### src/rtl/alu_acc.sv
// Accumulator ALU stage: single-cycle logic/arith ops on an accumulator plus an
// iterative shift-add multiply, with start/busy/done handshake and rf write strobe.
module alu_acc #(
    parameter int WIDTH = 8
) (
    input  logic             clk,
    input  logic             rst,
    input  logic             start,
    input  logic [3:0]       op,
    input  logic [WIDTH-1:0] operand,
    output logic             busy,
    output logic             done,
    output logic [WIDTH-1:0] acc_out,
    output logic             rf_wr,
    output logic             flag_z,
    output logic             flag_c
);

    localparam int CW = (WIDTH > 1) ? $clog2(WIDTH) : 1;
    localparam logic [CW-1:0] CNT_LAST = CW'(WIDTH - 1);

    localparam logic [3:0] OP_NOP = 4'd0;
    localparam logic [3:0] OP_LDA = 4'd1;
    localparam logic [3:0] OP_ADD = 4'd2;
    localparam logic [3:0] OP_SUB = 4'd3;
    localparam logic [3:0] OP_AND = 4'd4;
    localparam logic [3:0] OP_OR  = 4'd5;
    localparam logic [3:0] OP_XOR = 4'd6;
    localparam logic [3:0] OP_SHL = 4'd7;
    localparam logic [3:0] OP_SHR = 4'd8;
    localparam logic [3:0] OP_MUL = 4'd9;
    localparam logic [3:0] OP_STA = 4'd10;

    typedef enum logic [0:0] {
        ST_IDLE = 1'b0,
        ST_MUL  = 1'b1
    } state_t;

    state_t               state_r;
    logic [WIDTH-1:0]     acc_r;
    logic                 flag_z_r;
    logic                 flag_c_r;
    logic                 done_r;
    logic                 busy_r;
    logic                 rf_wr_r;
    logic [WIDTH-1:0]     mcand_r;
    logic [WIDTH-1:0]     mplr_r;
    logic [2*WIDTH-1:0]   prod_r;
    logic [CW-1:0]        cnt_r;

    logic [WIDTH-1:0]     alu_acc_s;
    logic                 alu_z_s;
    logic                 alu_c_s;
    logic [WIDTH:0]       sum_s;
    logic [2*WIDTH-1:0]   prod_step_s;

    assign acc_out = acc_r;
    assign flag_z  = flag_z_r;
    assign flag_c  = flag_c_r;
    assign done    = done_r;
    assign busy    = busy_r;
    assign rf_wr   = rf_wr_r;

    // Single-cycle result and flags for every non-multiply opcode
    always_comb begin
        alu_acc_s = acc_r;
        alu_z_s   = flag_z_r;
        alu_c_s   = flag_c_r;
        sum_s     = {1'b0, acc_r} + {1'b0, operand};
        case (op)
            OP_LDA: begin
                alu_acc_s = operand;
                alu_z_s   = (operand == {WIDTH{1'b0}});
            end
            OP_ADD: begin
                alu_acc_s = sum_s[WIDTH-1:0];
                alu_c_s   = sum_s[WIDTH];
                alu_z_s   = (sum_s[WIDTH-1:0] == {WIDTH{1'b0}});
            end
            OP_SUB: begin
                alu_acc_s = acc_r - operand;
                alu_c_s   = (operand > acc_r);
                alu_z_s   = (acc_r == operand);
            end
            OP_AND: begin
                alu_acc_s = acc_r & operand;
                alu_c_s   = 1'b0;
                alu_z_s   = ((acc_r & operand) == {WIDTH{1'b0}});
            end
            OP_OR: begin
                alu_acc_s = acc_r | operand;
                alu_c_s   = 1'b0;
                alu_z_s   = ((acc_r | operand) == {WIDTH{1'b0}});
            end
            OP_XOR: begin
                alu_acc_s = acc_r ^ operand;
                alu_c_s   = 1'b0;
                alu_z_s   = ((acc_r ^ operand) == {WIDTH{1'b0}});
            end
            OP_SHL: begin
                alu_acc_s = {acc_r[WIDTH-2:0], 1'b0};
                alu_c_s   = acc_r[WIDTH-1];
                alu_z_s   = (acc_r[WIDTH-2:0] == {(WIDTH-1){1'b0}});
            end
            OP_SHR: begin
                alu_acc_s = {1'b0, acc_r[WIDTH-1:1]};
                alu_c_s   = acc_r[0];
                alu_z_s   = (acc_r[WIDTH-1:1] == {(WIDTH-1){1'b0}});
            end
            default: begin
                alu_acc_s = acc_r;
                alu_z_s   = flag_z_r;
                alu_c_s   = flag_c_r;
            end
        endcase
    end

    // One shift-add step: add the multiplicand, shifted to the current bit weight
    always_comb begin
        prod_step_s = prod_r + (mplr_r[0] ? ({{WIDTH{1'b0}}, mcand_r} << cnt_r)
                                          : {(2*WIDTH){1'b0}});
    end

    // Control FSM, accumulator, flags and handshake pulses
    always_ff @(posedge clk) begin
        if (rst) begin
            state_r  <= ST_IDLE;
            acc_r    <= {WIDTH{1'b0}};
            flag_z_r <= 1'b0;
            flag_c_r <= 1'b0;
            done_r   <= 1'b0;
            busy_r   <= 1'b0;
            rf_wr_r  <= 1'b0;
            mcand_r  <= {WIDTH{1'b0}};
            mplr_r   <= {WIDTH{1'b0}};
            prod_r   <= {(2*WIDTH){1'b0}};
            cnt_r    <= {CW{1'b0}};
        end else begin
            done_r  <= 1'b0;
            rf_wr_r <= 1'b0;
            case (state_r)
                ST_IDLE: begin
                    if (start) begin
                        if (op == OP_MUL) begin
                            mcand_r <= acc_r;
                            mplr_r  <= operand;
                            prod_r  <= {(2*WIDTH){1'b0}};
                            cnt_r   <= {CW{1'b0}};
                            busy_r  <= 1'b1;
                            state_r <= ST_MUL;
                        end else begin
                            acc_r    <= alu_acc_s;
                            flag_z_r <= alu_z_s;
                            flag_c_r <= alu_c_s;
                            done_r   <= 1'b1;
                            rf_wr_r  <= (op == OP_STA);
                        end
                    end
                end
                ST_MUL: begin
                    prod_r <= prod_step_s;
                    mplr_r <= {1'b0, mplr_r[WIDTH-1:1]};
                    cnt_r  <= cnt_r + CW'(1);
                    // Last step: the product is final including this step's addend
                    if (cnt_r == CNT_LAST) begin
                        acc_r    <= prod_step_s[WIDTH-1:0];
                        flag_c_r <= |prod_step_s[2*WIDTH-1:WIDTH];
                        flag_z_r <= (prod_step_s[WIDTH-1:0] == {WIDTH{1'b0}});
                        done_r   <= 1'b1;
                        busy_r   <= 1'b0;
                        state_r  <= ST_IDLE;
                    end
                end
                default: begin
                    state_r <= ST_IDLE;
                    busy_r  <= 1'b0;
                end
            endcase
        end
    end

endmodule

### config.mk
export PLATFORM = sky130hd
export DESIGN_NAME = alu_acc
export DESIGN_NICKNAME = d
export VERILOG_FILES = /design/src/rtl/alu_acc.sv
export SDC_FILE = /design/constraint.sdc
export NUM_CORES = 1
export LEC_CHECK = 0
export CORE_MARGIN = 4
export CORE_UTILIZATION = 55
export CTS_BUF_LIST = sky130_fd_sc_hd__clkbuf_16
export DETAILED_ROUTE_END_ITERATION = 6
export PLACE_DENSITY_LB_ADDON = 0.15
export SYNTH_ARGS = -nofsm -noshare
export SYNTH_HDL_FRONTEND = slang
export SYNTH_SLANG_ARGS = --single-unit
### constraint.sdc
create_clock -name clk -period 3.1 [get_ports clk]
set_input_delay 0.62 -clock clk [delete_from_list [all_inputs] [get_ports clk]]
set_output_delay 0.62 -clock clk [all_outputs]
set_load 0.01 [all_outputs]
==> results of run 1 <==
-- layout make-up --
| class | instances | share of cell area (%) |
|---|---|---|
| timing repair buffer | 162 | 21.0 |
| sequential | 49 | 15.7 |
| tap | 102 | 2.03 |
| multi-input combinational | 484 | 56.7 |
| inverter | 31 | 1.85 |
| clock buffer | 5 | 1.99 |
| clock inverter | 3 | 0.735 |
-- metrics by stage --
step	setup TNS (ns)	util, %	setup WS, ns	hold slack, ns	area [um^2]
2_1_floorplan	0	-	0.00761	0.436	4450
3_3_place_gp	-1.48	71.7	-0.386	0.450	5570
3_5_place_dp	-2.23	71.7	-0.482	0.456	5570
4_1_cts	-0.0481	77.9	-0.0481	0.466	6050
5_1_grt	-1.51	81.1	-0.441	0.502	6300
6_report	-0.711	81.1	-0.330	0.478	6300
-- worst min-delay path, delay by kind of cell (launching register included) --
| kind | cells | cell delay [ns] |
|---|---|---|
| AOI/OAI and AO/OA | 1 | 0.06 |
| and+or+nand+nor | 1 | 0.06 |
| DFF | 1 | 0.32 |
-- cell usage in the layout, fill, tap and decap left out, drive strengths merged, types with 4 or more instances in the layout --
cell,Yosys,layout
a2111oi,10,10
a211oi,8,8
a21o,8,8
a21oi,56,56
a22oi,14,14
a31oi,6,6
and2,5,5
buf,9,136
clkbuf,24,5
clkdlybuf4s50,0,25
dfxtp,49,49
ha,41,41
inv,31,31
mux2,7,7
mux2i,13,13
nand2,67,67
nand2b,12,12
nand3,9,9
nand4,7,7
nor2,72,72
nor2b,17,17
nor3,14,14
nor3b,4,4
nor4,10,10
o21ai,29,29
o21bai,6,6
o22ai,5,5
xnor2,15,15
xor2,5,5
-- layer usage --
metal / GRT usage [%] / vias to the layer above
met2: 58.1 / 447
met3: 6.96 / 126
met5: 0 / -
li1: - / 2426
met4: 13.4 / 2
met1: 45.6 / 2505
-- sequential cells by signal, indices dropped and copies added, names as in the netlist, 3 cells and up --
signal / count
mplr_r: 8
mcand_r: 8
cnt_r: 3
prod_r: 16
acc_out: 8
-- logic make-up (layout without fill, tap and decap cells) --
group                      after synthesis  after routing  synth area share, %
DFF                                     49             49                 22.2
AOI/OAI and AO/OA                      173            173                 25.9
adders and majority gates               44             44                 13.0
buffers and inverters                   64            201                 5.58
muxes                                   21             21                 5.24
and+or+nand+nor                        226            226                 24.1
xor gates and xnor gates                20             20                 3.97
-- path summary, 6_finish.rpt --
kind                  start         to  slack [ns]  cells after the start
setup / recovery   cnt_r[1]     flag_c       -0.33                     13
hold / removal    prod_r[7]  prod_r[7]        0.48                      2
setup reg to reg   cnt_r[1]     flag_c       -0.33                     13
hold reg to reg   prod_r[7]  prod_r[7]        0.48                      2
-- power by group through the flow --
stage	Combinational, mW	Sequential [mW]	Clock (mW)
after floorplan	0.250	0.682	0
after global placement	0.476	0.676	0
after detailed placement	0.478	0.676	0
after CTS	0.490	0.660	0.640
after global routing	0.554	0.663	0.672
final	0.519	0.662	0.666
-- Yosys cell counts (11+ instances only) --
| library cell | number | share of area, % |
|---|---|---|
| a21oi_1 | 55 | 6.2 |
| nor3_1 | 11 | 1.2 |
| dfxtp_1 | 49 | 22 |
| a22oi_1 | 14 | 2.4 |
| nand2_1 | 67 | 5.7 |
| nor2_1 | 72 | 6.1 |
| ha_1 | 41 | 12 |
| nand2b_1 | 12 | 1.7 |
| xnor2_1 | 15 | 3.0 |
| inv_1 | 31 | 2.6 |
| clkbuf_1 | 24 | 2.0 |
| mux2i_1 | 13 | 2.9 |
| o21ai_0 | 25 | 2.8 |
| nor2b_1 | 17 | 2.4 |
-- what timing repair did --
action / CTS / global route
gates resized for setup: 49 / 43
setup buffers: 15 / 8
pin swaps: 30 / 35
endpoints found under the setup margin: 7 / 12
==> results.py, run 1 <==
metrics = {
    "pwr": {
        "p_total_mw": 1.85,
        "power_frac_seq_pct": 35.8,
        "switching_share_pct": 31.8,
        "p_clk_share_pct": 36.1,
        "irDropWorstVdd_uv": 314,
        "p_leak_nw": 2.61,
        "power.switching_mw": 0.587,
        "intPower_mw": 1.26,
        "p_per_area_nw_per_um2": 294,
        "combPwrFrac_pct": 28.1,
    },
    "detailed_routing": {
        "wl_met1_um": 6910,
        "dr_wl_met2_um": 8310,
        "highest_layer": "met5",
        "wl_per_cell_um": 22.0,
        "drt_iter0_drc": 709,
        "finalWirelength_um": 18400,
        "avgViaCountPerCell": 6.59,
        "wl_met3_um": 2120,
        "drc": 0,
        "firstDrtPassIters": 7,
        "vias": 5506,
        "antenna_left": 0,
    },
    "clocking": {
        "hold_buffers": 0,
        "h-tree-depth": 2,
        "numCtsBuffers": 5,
        "clockRootBuffer": "clkbuf_16",
        "path_clk_slew_ns": 0.08,
        "clock_path_buffers": 2,
        "tritoncts": "built",
        "insertion_delay_ns": 0.30,
        "clock_sinks": 49,
    },
    "timing": {
        "hold_viol": 0,
        "relSlewSlack_pct": 42.8,
        "setup_viol": 6,
        "fin_crit_sh_pct": 111,
        "worst_pin_slew_ns": 0.858,
        "fin_ws_ns": -0.330,
        "clock.fmax_mhz": 292,
        "layout_min_cycle_time_ns": 3.43,
        "skew_ns": 0.0106,
        "rsz0062_at_grt": "yes",
        "drv_slew": 0,
    },
    "worst_setup_path": {
        "critPathKind": "flop to flop",
        "slowest_stage": "or4_1",
        "crit_family": "simple AND/OR/NAND/NOR gates",
        "critical_path_buf_inv_count": 1,
        "crit_required_ns": 3.25,
        "cp_cell_sequence": "mux2_4, mux2i_2, o21ai_1, and2_4, ha_4, o21ai_1, o21ai_2, a31oi_4, buf_4, xnor2_1, or4_1, nor4_1, a2111oi_1",
        "path_common_cell": "o21ai_1",
        "cpPeakStageDelay_ns": 0.47,
        "cp_max_fo": 5,
        "critPathArrivalTime_ns": 3.58,
        "cp-end-kind": "flop",
        "startpoint_type": "flop",
    },
    "finish": {
        "fin_cells": 836,
        "antenna_cells": 0,
        "synthToLayoutAreaGrowth_pct": 42.6,
        "area.sequential_um2": 990,
        "fill_cells": 487,
        "fin_nets": 792,
        "multiInputGateArea_um2": 3570,
        "drive_gt1_share_pct": 30.2,
    },
    "logic_synthesis": {
        "ys_warn_count": 0,
        "ys_ff_latch": 49,
        "ys.flop_type": "dfxtp_1",
        "postSynthAreaPerCell_um2": 7.40,
        "synth.distinct_cells": 62,
        "synth-seq-area-share_pct": 22.2,
        "syn_inst": 597,
        "async_flop_share_pct": 0,
        "syn_area_um2": 4420,
        "synth_edf_count": 0,
        "synth_nets": 656,
    },
    "die": {
        "core_um2": 7770,
        "initial_core_util_pct": 56.8,
        "ioPinCount": 28,
        "dieArea_um2": 9530,
        "fp.dieW_um": 97.6,
        "die_height_um": 97.6,
        "num_rows": 32,
    },
    "global_routing": {
        "grt_max_degree": 37,
        "antenna_found_initial": 1,
        "grt_overflow": 0,
        "grt_pass1_vias": 5229,
        "grt_pass1_wl_um": 27100,
        "grt_usage_pct": 35.4,
    },
    "job": {
        "maxCapViolCount": 0,
    },
    "placed_design": {
        "placedCellCount": 807,
        "port-buffer-count": 27,
        "hpwl_um": 11800,
        "place_congestion": 0.961,
    },
    "hold_path": {
        "min_path_type": "flop to flop",
    },
    "status": {
        "violations": "negative setup slack",
        "outcome": "finished with violations",
    },
}
Power figures use the tool's default switching activity.
==> inputs of run 2 (changes only) <==
--- a/config.mk
+++ b/config.mk
@@ -10,6 +10,7 @@
 export CTS_BUF_LIST = sky130_fd_sc_hd__clkbuf_16
 export DETAILED_ROUTE_END_ITERATION = 6
 export PLACE_DENSITY_LB_ADDON = 0.15
+export SLEW_MARGIN = 15
 export SYNTH_ARGS = -nofsm -noshare
 export SYNTH_HDL_FRONTEND = slang
 export SYNTH_SLANG_ARGS = --single-unit
==> results of run 2 <==
The final DEF is identical to that of run 1; final timing and power are the same.
==> RTL change (config.mk and constraints of run 2) <==
The parameter `WIDTH` goes from 8 to 16.
--- a/src/rtl/alu_acc.sv
+++ b/src/rtl/alu_acc.sv
@@ -1,7 +1,7 @@
 // Accumulator ALU stage: single-cycle logic/arith ops on an accumulator plus an
 // iterative shift-add multiply, with start/busy/done handshake and rf write strobe.
 module alu_acc #(
-    parameter int WIDTH = 8
+    parameter int WIDTH = 16
 ) (
     input  logic             clk,
     input  logic             rst,
Interface: changed (resized acc_out and operand); port bits go from 28 to 44. No check against the original RTL was run, so the function may have changed too.
==> RTL change against run 2 <==
  * The run now fails in global routing
  * Synthesized area rose by 100%
==> RTL change: results (changes against run 2) <==
| Metric | Value |
|---|---|
| Outcome | aborted with a tool error |
| Exit stage | global routing |
| Err | [ERROR GRT-0232] Routing congestion too high. Check the congestion heatmap in the GUI. |
| Async S/R FF share, synth | 0 (unchanged) |
| Num CTS Buffers | 9 (+4) |
| Post-placement setup slack | -1.16 ns (-0.682 ns) |
| Clock Sinks | 90 (+84%) |
| Htree depth | 3 (+1) |
| Max Root-Sink Buffers | 2 (unchanged) |
| Yosys warnings | 0 (unchanged) |
| Dpl cells | 1,766 (+120%) |
| Worst endpoint after global-route timing repair | flag_c$_SDFFE_PP0P_/D |
| Total global routing overflow | 14 |
| Root Driver | clkbuf_16 |
| Syn Inst Count | 1,222 (+100%) |
| Synth top cells by count | 134 x a21oi_1, 133 x nor2_1, 124 x nand2_1 |
| Post-synthesis sequential area ratio | 0.202 (-0.0202) |
| Total nets after synthesis | 1,328 (+100%) |
| Synth cell types | 81 (+31%) |
| Overall routing resource usage | 0.720 |
| Final HPWL DP | 30,500 um (+160%) |
| Largest net degree at the start of global routing | 58 |
| Port bufs | 43 (+59%) |
| Gpl congestion | 1.07 (+12%) |
| Top area cells in the synthesized netlist | dfxtp_1 20%, ha_1 11%, a21oi_1 7.5%, nor2_1 5.6%, nand2_1 5.2% |
| Worst_ep kind | register data pin |
-- RTL change: cell types whose count changed after synthesis, moves of 32 or more --
| cell | run 2 | this run |
|---|---|---|
| ha_1 | 41 | 80 |
| a21oi_1 | 55 | 134 |
| nor2_1 | 72 | 133 |
| o21ai_0 | 25 | 57 |
| nand2_1 | 67 | 124 |
| clkbuf_1 | 24 | 68 |
| dfxtp_1 | 49 | 90 |
-- RTL change: logic make-up after synthesis --
kind of cell | synth area share
buffers and inverters | 0.0611
flip-flops | 0.202
AO/OA/AOI/OAI | 0.330
XOR/XNOR | 0.0432
AND/OR/NAND/NOR | 0.205
multiplexers | 0.0402
adder cells (fa/ha/maj) | 0.119
-- RTL change: layer usage --
| metal | GRT overflow | GRT usage |
|---|---|---|
| met2 | 4 | 0.865 |
| met1 | 0 | 0.737 |
| met5 | 0 | 0.250 |
| met4 | 9 | 0.697 |
| met3 | 1 | 0.577 |
-- RTL change: per-stage QoR --
stage | utilization | hold WS (ns) | area [um^2] | TNS [ns]
3_3_place_gp | 0.772 | 0.443 | 12300 | -18.95
4_1_cts | 0.848 | 0.458 | 13500 | -10.43
2_1_floorplan | - | 0.436 | 9090 | -1.13
3_5_place_dp | 0.772 | 0.448 | 12300 | -21.39
-- RTL change: timing repair --
item,4_1_cts
hold buffers,0
pin swaps,64
gates resized for setup,154
setup buffers,25
endpoints found under the setup margin,35
endpoints found under the hold margin,0
